## src/rtl/divider_unit.sv

```systemverilog
// divider_unit: 32-bit signed/unsigned divide and remainder, one restoring quotient bit per cycle.
// Divide-by-zero and signed overflow complete immediately without iterating.
module divider_unit (
    input  logic        clk,
    input  logic        reset,
    input  logic        Start_i,
    input  logic [1:0]  Div_Operation_i,
    input  logic [31:0] Dividend_i,
    input  logic [31:0] Divisor_i,
    output logic        Busy_o,
    output logic        Done_o,
    output logic [31:0] Result_o,
    output logic        Zero_o
);
    localparam logic [1:0] IDLE = 2'd0;
    localparam logic [1:0] CALC = 2'd1;
    localparam logic [1:0] DONE = 2'd2;

    logic [1:0]  state;
    logic [4:0]  cnt;
    logic [31:0] quo, rem, dvs;
    logic        op_rem, neg_q, neg_r;
    logic        is_signed, div_zero, ovf, accept, fits;
    logic [31:0] a_mag, b_mag, special_res, rem_nx, quo_nx, fin;
    logic [32:0] diff;

    always_comb begin
        is_signed   = ~Div_Operation_i[0];
        a_mag       = (is_signed && Dividend_i[31]) ? -Dividend_i : Dividend_i;
        b_mag       = (is_signed && Divisor_i[31]) ? -Divisor_i : Divisor_i;
        div_zero    = Divisor_i == 32'd0;
        ovf         = is_signed && Dividend_i == 32'h8000_0000 && Divisor_i == 32'hFFFF_FFFF;
        special_res = div_zero ? (Div_Operation_i[1] ? Dividend_i : 32'hFFFF_FFFF)
                               : (Div_Operation_i[1] ? 32'd0 : 32'h8000_0000);
        accept      = Start_i && state != CALC;
        diff        = {rem, quo[31]} - {1'b0, dvs};
        fits        = ~diff[32];
        rem_nx      = fits ? diff[31:0] : {rem[30:0], quo[31]};
        quo_nx      = {quo[30:0], fits};
        fin         = op_rem ? (neg_r ? -rem_nx : rem_nx) : (neg_q ? -quo_nx : quo_nx);
    end

    always_ff @(posedge clk or negedge reset) begin
        if (!reset) begin
            state    <= IDLE;
            cnt      <= 5'd0;
            quo      <= 32'd0;
            rem      <= 32'd0;
            dvs      <= 32'd0;
            op_rem   <= 1'b0;
            neg_q    <= 1'b0;
            neg_r    <= 1'b0;
            Busy_o   <= 1'b0;
            Done_o   <= 1'b0;
            Result_o <= 32'd0;
            Zero_o   <= 1'b1;
        end else begin
            Done_o <= 1'b0;
            if (accept) begin
                op_rem <= Div_Operation_i[1];
                if (div_zero || ovf) begin
                    state    <= DONE;
                    Busy_o   <= 1'b0;
                    Done_o   <= 1'b1;
                    Result_o <= special_res;
                    Zero_o   <= special_res == 32'd0;
                end else begin
                    state  <= CALC;
                    Busy_o <= 1'b1;
                    cnt    <= 5'd0;
                    quo    <= a_mag;
                    rem    <= 32'd0;
                    dvs    <= b_mag;
                    neg_q  <= is_signed && (Dividend_i[31] ^ Divisor_i[31]);
                    neg_r  <= is_signed && Dividend_i[31];
                end
            end else if (state == CALC) begin
                quo <= quo_nx;
                rem <= rem_nx;
                cnt <= cnt + 5'd1;
                // Final iteration writes the signed-corrected result directly.
                if (cnt == 5'd31) begin
                    state    <= DONE;
                    Busy_o   <= 1'b0;
                    Done_o   <= 1'b1;
                    Result_o <= fin;
                    Zero_o   <= fin == 32'd0;
                end
            end else if (state == DONE) begin
                state <= IDLE;
            end
        end
    end
endmodule

```

## config.mk

```make
export PLATFORM = sky130hd
export DESIGN_NAME = divider_unit
export DESIGN_NICKNAME = d
export VERILOG_FILES = /design/src/rtl/divider_unit.sv
export SDC_FILE = /design/constraint.sdc
export NUM_CORES = 1
export LEC_CHECK = 0
export CORE_ASPECT_RATIO = 1.75
export CORE_MARGIN = 2
export CORE_UTILIZATION = 52
export CTS_CLUSTER_DIAMETER = 200
export DETAILED_ROUTE_END_ITERATION = 10
export PLACE_DENSITY = 0.73
export SLEW_MARGIN = 0
export SYNTH_ARGS = -nofsm -noshare
export SYNTH_HDL_FRONTEND = slang
export SYNTH_SLANG_ARGS = --single-unit
```

## constraint.sdc

```tcl
create_clock -name clk -period 8.2 [get_ports clk]
set_input_delay 2.05 -clock clk [delete_from_list [all_inputs] [get_ports clk]]
set_output_delay 2.05 -clock clk [all_outputs]
set_load 0.005 [all_outputs]
```

==> flow_summary_export.csv <==
group,metric,value,unit
outcome,status,"completed",
floorplanning,rows,75,
critical_path,slowest_stage,"or3_1",
clock_tree,cts_inserted_buffers,17,
routing,firstDrtPassIters,5,
critical_path,r2r_slack,1.57,ns
layout,stdcell_area,0.0143,sq mm
floorplanning,die_x,122,um
global_routing,grt_max_degree,99,
critical_path,path_cells,"inv_1, ha_1, fa_1, nand2b_1, a211oi_2, o31a_1, o31a_1, or3_1, nand2_4, inv_1, ha_1, nand2b_1, nand2b_1, or2_0, or2_2, o31a_1, xor2_1, or3_1, o21ai_0, o2111ai_1, nor4_1, nand4_1, or4_1, o21ai_1",
clock_tree,insertion_delay,0.45,ns
layout,drive_above_1_share,0.0607,
clock_tree,tritoncts,"yes",
sta,min_period,6.63,ns
placed_design,dp.cells,1988,
sta,finalHoldViolations,0,
critical_path,worstPathArrival,7.01,ns
global_routing,gr-total-overflow,0,
global_routing,grt_pass1_vias,11900,
critical_path,crit_fanout,14,
clock_tree,cts_setup_buffers,0,
critical_path,endpoint_kind,"flop",
synthesis,synth.distinct_cells,93,
sta,slew_viol_final,0,
synthesis,mappedNetlistNets,1770,
routing,top_layer,"met4",
routing,drtIter0Drc,1131,
synthesis,yosysSeqAreaShare,0.281,
global_routing,grtUsageTotal,0.317,
sta,fin_hold_ws,0.514,ns
placed_design,port_buffers,103,
routing,drt-met1-wl,15100,um
sta,maxSlewHeadroom,0.200,
clock_tree,post_cts_resized,0,
synthesis,syn_avg_cell_area,7.56,sq um
routing,via_count,12600,
clock_tree,holdBufCountCts,0,
synthesis,ys.flop_type,"dfrtp_1",
clock_tree,clkSinkCount,141,
layout,syn_to_final_growth,13.9,%
layout,antenna_cells,0,
critical_path,slowest_delay,0.54,ns
sta,finalSetupTns,0,ns
global_routing,grt_pass1_wl,62900,um
sta,clock.fmax,151,MHz
sta,skew,0.00738,ns
clock_tree,cts_root_buf,"clkbuf_16",
placed_design,hpwl,30400,um
routing,route.met2.wl,20200,um
layout,fin_nets,1807,
critical_path,crit_path_start_kind,"flop",
clock_tree,cts_buffer_depth,2,
routing,wl_met3,1840,um
routing,finalWirelength,40100,um
critical_path,worstSetupPathType,"flop to flop",
synthesis,yosysTopAreaCell,"dfrtp_1",
synthesis,netlist_top_cells_area,"dfrtp_1 (28%), nand2_1 (6.6%), o21ai_0 (5.9%)",
synthesis,yosys_warnings,0,
worst_hold_path,hp-class,"flop to flop",
clock_tree,htreeDepth,4,
floorplanning,dieHeight,210,um
floorplanning,core-area,0.0238,sq mm
critical_path,required,8.59,ns
layout,final_cells,2020,
synthesis,async_reset_ff_frac,1.00,
floorplanning,ios,104,
synthesis,syn_area,0.0126,sq mm
synthesis,ys_ff_latch,141,
run,maxCapViolCount,0,
sta,rsz0062_at_grt,"false",
clock_tree,clk_pin_slew,0.07,ns
sta,fin_crit_sh,0.808,
placed_design,place_area,0.0137,sq mm
global_routing,antenna_found_initial,0,
layout,final_cell_mix,"nand2_1 (219), nor2_1 (156), o21ai_0 (146), dfrtp_1 (139), a21oi_1 (129)",
floorplanning,die_area,0.0255,sq mm
routing,wire_per_inst,19.8,um
layout,final_common_cell,"nand2_1",
sta,setup_viol,0,
routing,drt-vias-per-instance,6.25,
floorplanning,start_util,0.527,
placed_design,gp_congestion,0.937,
sta,worst_pin_slew,1.20,ns
synthesis,synthCells,1662,
routing,drc_errors,0,
synthesis,synth_edf_count,0,
routing,drt.antenna.violating_nets,0,
synthesis,synth_top_area_frac,0.279,
flip-flops by register name (all words and copies together), names as in the netlist:
register	flops
neg_r	1
cnt	5
Result_o	32
quo	32
neg_q	1
Busy_o	1
Done_o	1
rem	32
state	2
dvs	32
op_rem	1
Zero_o	1
worst paths after layout:
| kind | startpoint | end | cells after the start |
|---|---|---|---|
| setup / recovery | quo[31]$_DFFE_PN0P_ | Zero_o$_DFFE_PN1P_ | 24 |
| setup reg to reg | quo[31]$_DFFE_PN0P_ | Zero_o$_DFFE_PN1P_ | 24 |
| hold reg to reg | Result_o[30]$_DFFE_PN0P_ | Result_o[30]$_DFFE_PN0P_ | 1 |
| max in group asynchronous | reset | op_rem$_DFFE_PN0P_ | 2 |
| min in group asynchronous | reset | dvs[28]$_DFFE_PN0P_ | 1 |
| hold / removal | Result_o[30]$_DFFE_PN0P_ | Result_o[30]$_DFFE_PN0P_ | 1 |
synth_stat cells (all sizes together) (5+ instances only):
| master | count |
|---|---|
| or2 | 15 |
| xor2 | 68 |
| o21a | 12 |
| o41ai | 10 |
| ha | 38 |
| and3 | 9 |
| nor3b | 6 |
| a31oi | 34 |
| o22ai | 34 |
| nand4 | 19 |
| xnor2 | 64 |
| buf | 15 |
| or4 | 16 |
| a31o | 7 |
| a311oi | 5 |
| nor2b | 7 |
| nand2 | 221 |
| nand2b | 14 |
| mux2 | 6 |
| dfrtp | 140 |
| a211o | 7 |
| and2 | 17 |
| nor3 | 38 |
| nand3b | 5 |
| nor2 | 157 |
| nor4 | 25 |
| a211oi | 17 |
| nand3 | 36 |
| o211a | 5 |
| a21o | 14 |
| clkbuf | 88 |
| inv | 57 |
| o31a | 7 |
| and4 | 5 |
| a21oi | 129 |
| o21ai | 150 |
| o211ai | 35 |
| mux2i | 26 |
| or3 | 19 |
| o31ai | 27 |
worst max-delay path, delay by kind of cell, from the launching register on:
| family | cells | cell delay, ns |
|---|---|---|
| flip-flops | 1 | 0.45 |
| adder cells (fa/ha/maj) | 3 | 0.79 |
| AO/OA/AOI/OAI | 7 | 1.81 |
| buffers and inverters | 2 | 0.21 |
| AND/OR/NAND/NOR | 11 | 3.15 |
| XOR/XNOR | 1 | 0.16 |
final cells by class:
class | count | area (sq um)
Inverter | 58 | 218
Tap cell | 308 | 385
Fill cell | 2239 | 9520
Clock inverter | 14 | 193
Clock buffer | 18 | 439
Multi-Input combinational cell | 1360 | 8370
Timing Repair Buffer | 121 | 1180
Sequential cell | 141 | 3530
cells by family (layout without fill, tap and decap cells):
family / Yosys count / in the layout / synth area share
multiplexers: 32 / 32 / 0.0261
flip-flops: 141 / 141 / 0.281
AND/OR/NAND/NOR: 616 / 616 / 0.232
XOR/XNOR: 132 / 132 / 0.0920
adder cells (fa/ha/maj): 39 / 39 / 0.0394
AO/OA/AOI/OAI: 541 / 541 / 0.274
buffers and inverters: 161 / 211 / 0.0558
metrics by stage:
step,worst slack (ns),util
2_1_floorplan,1.84,-
3_3_place_gp,1.87,0.574
3_5_place_dp,1.66,0.574
4_1_cts,1.63,0.601
5_1_grt,1.22,0.601
6_report,1.57,0.601
metal layers:
layer  vias to the layer above  global-route usage
met5                         -                   0
met4                         0               0.221
met3                       141              0.0424
met2                       476               0.548
met1                      5890               0.355
li1                       6128                   -
Power is left out: the tool's default activity adds up to more than one toggle a clock period on the data nets, which glitch-free logic cannot reach.
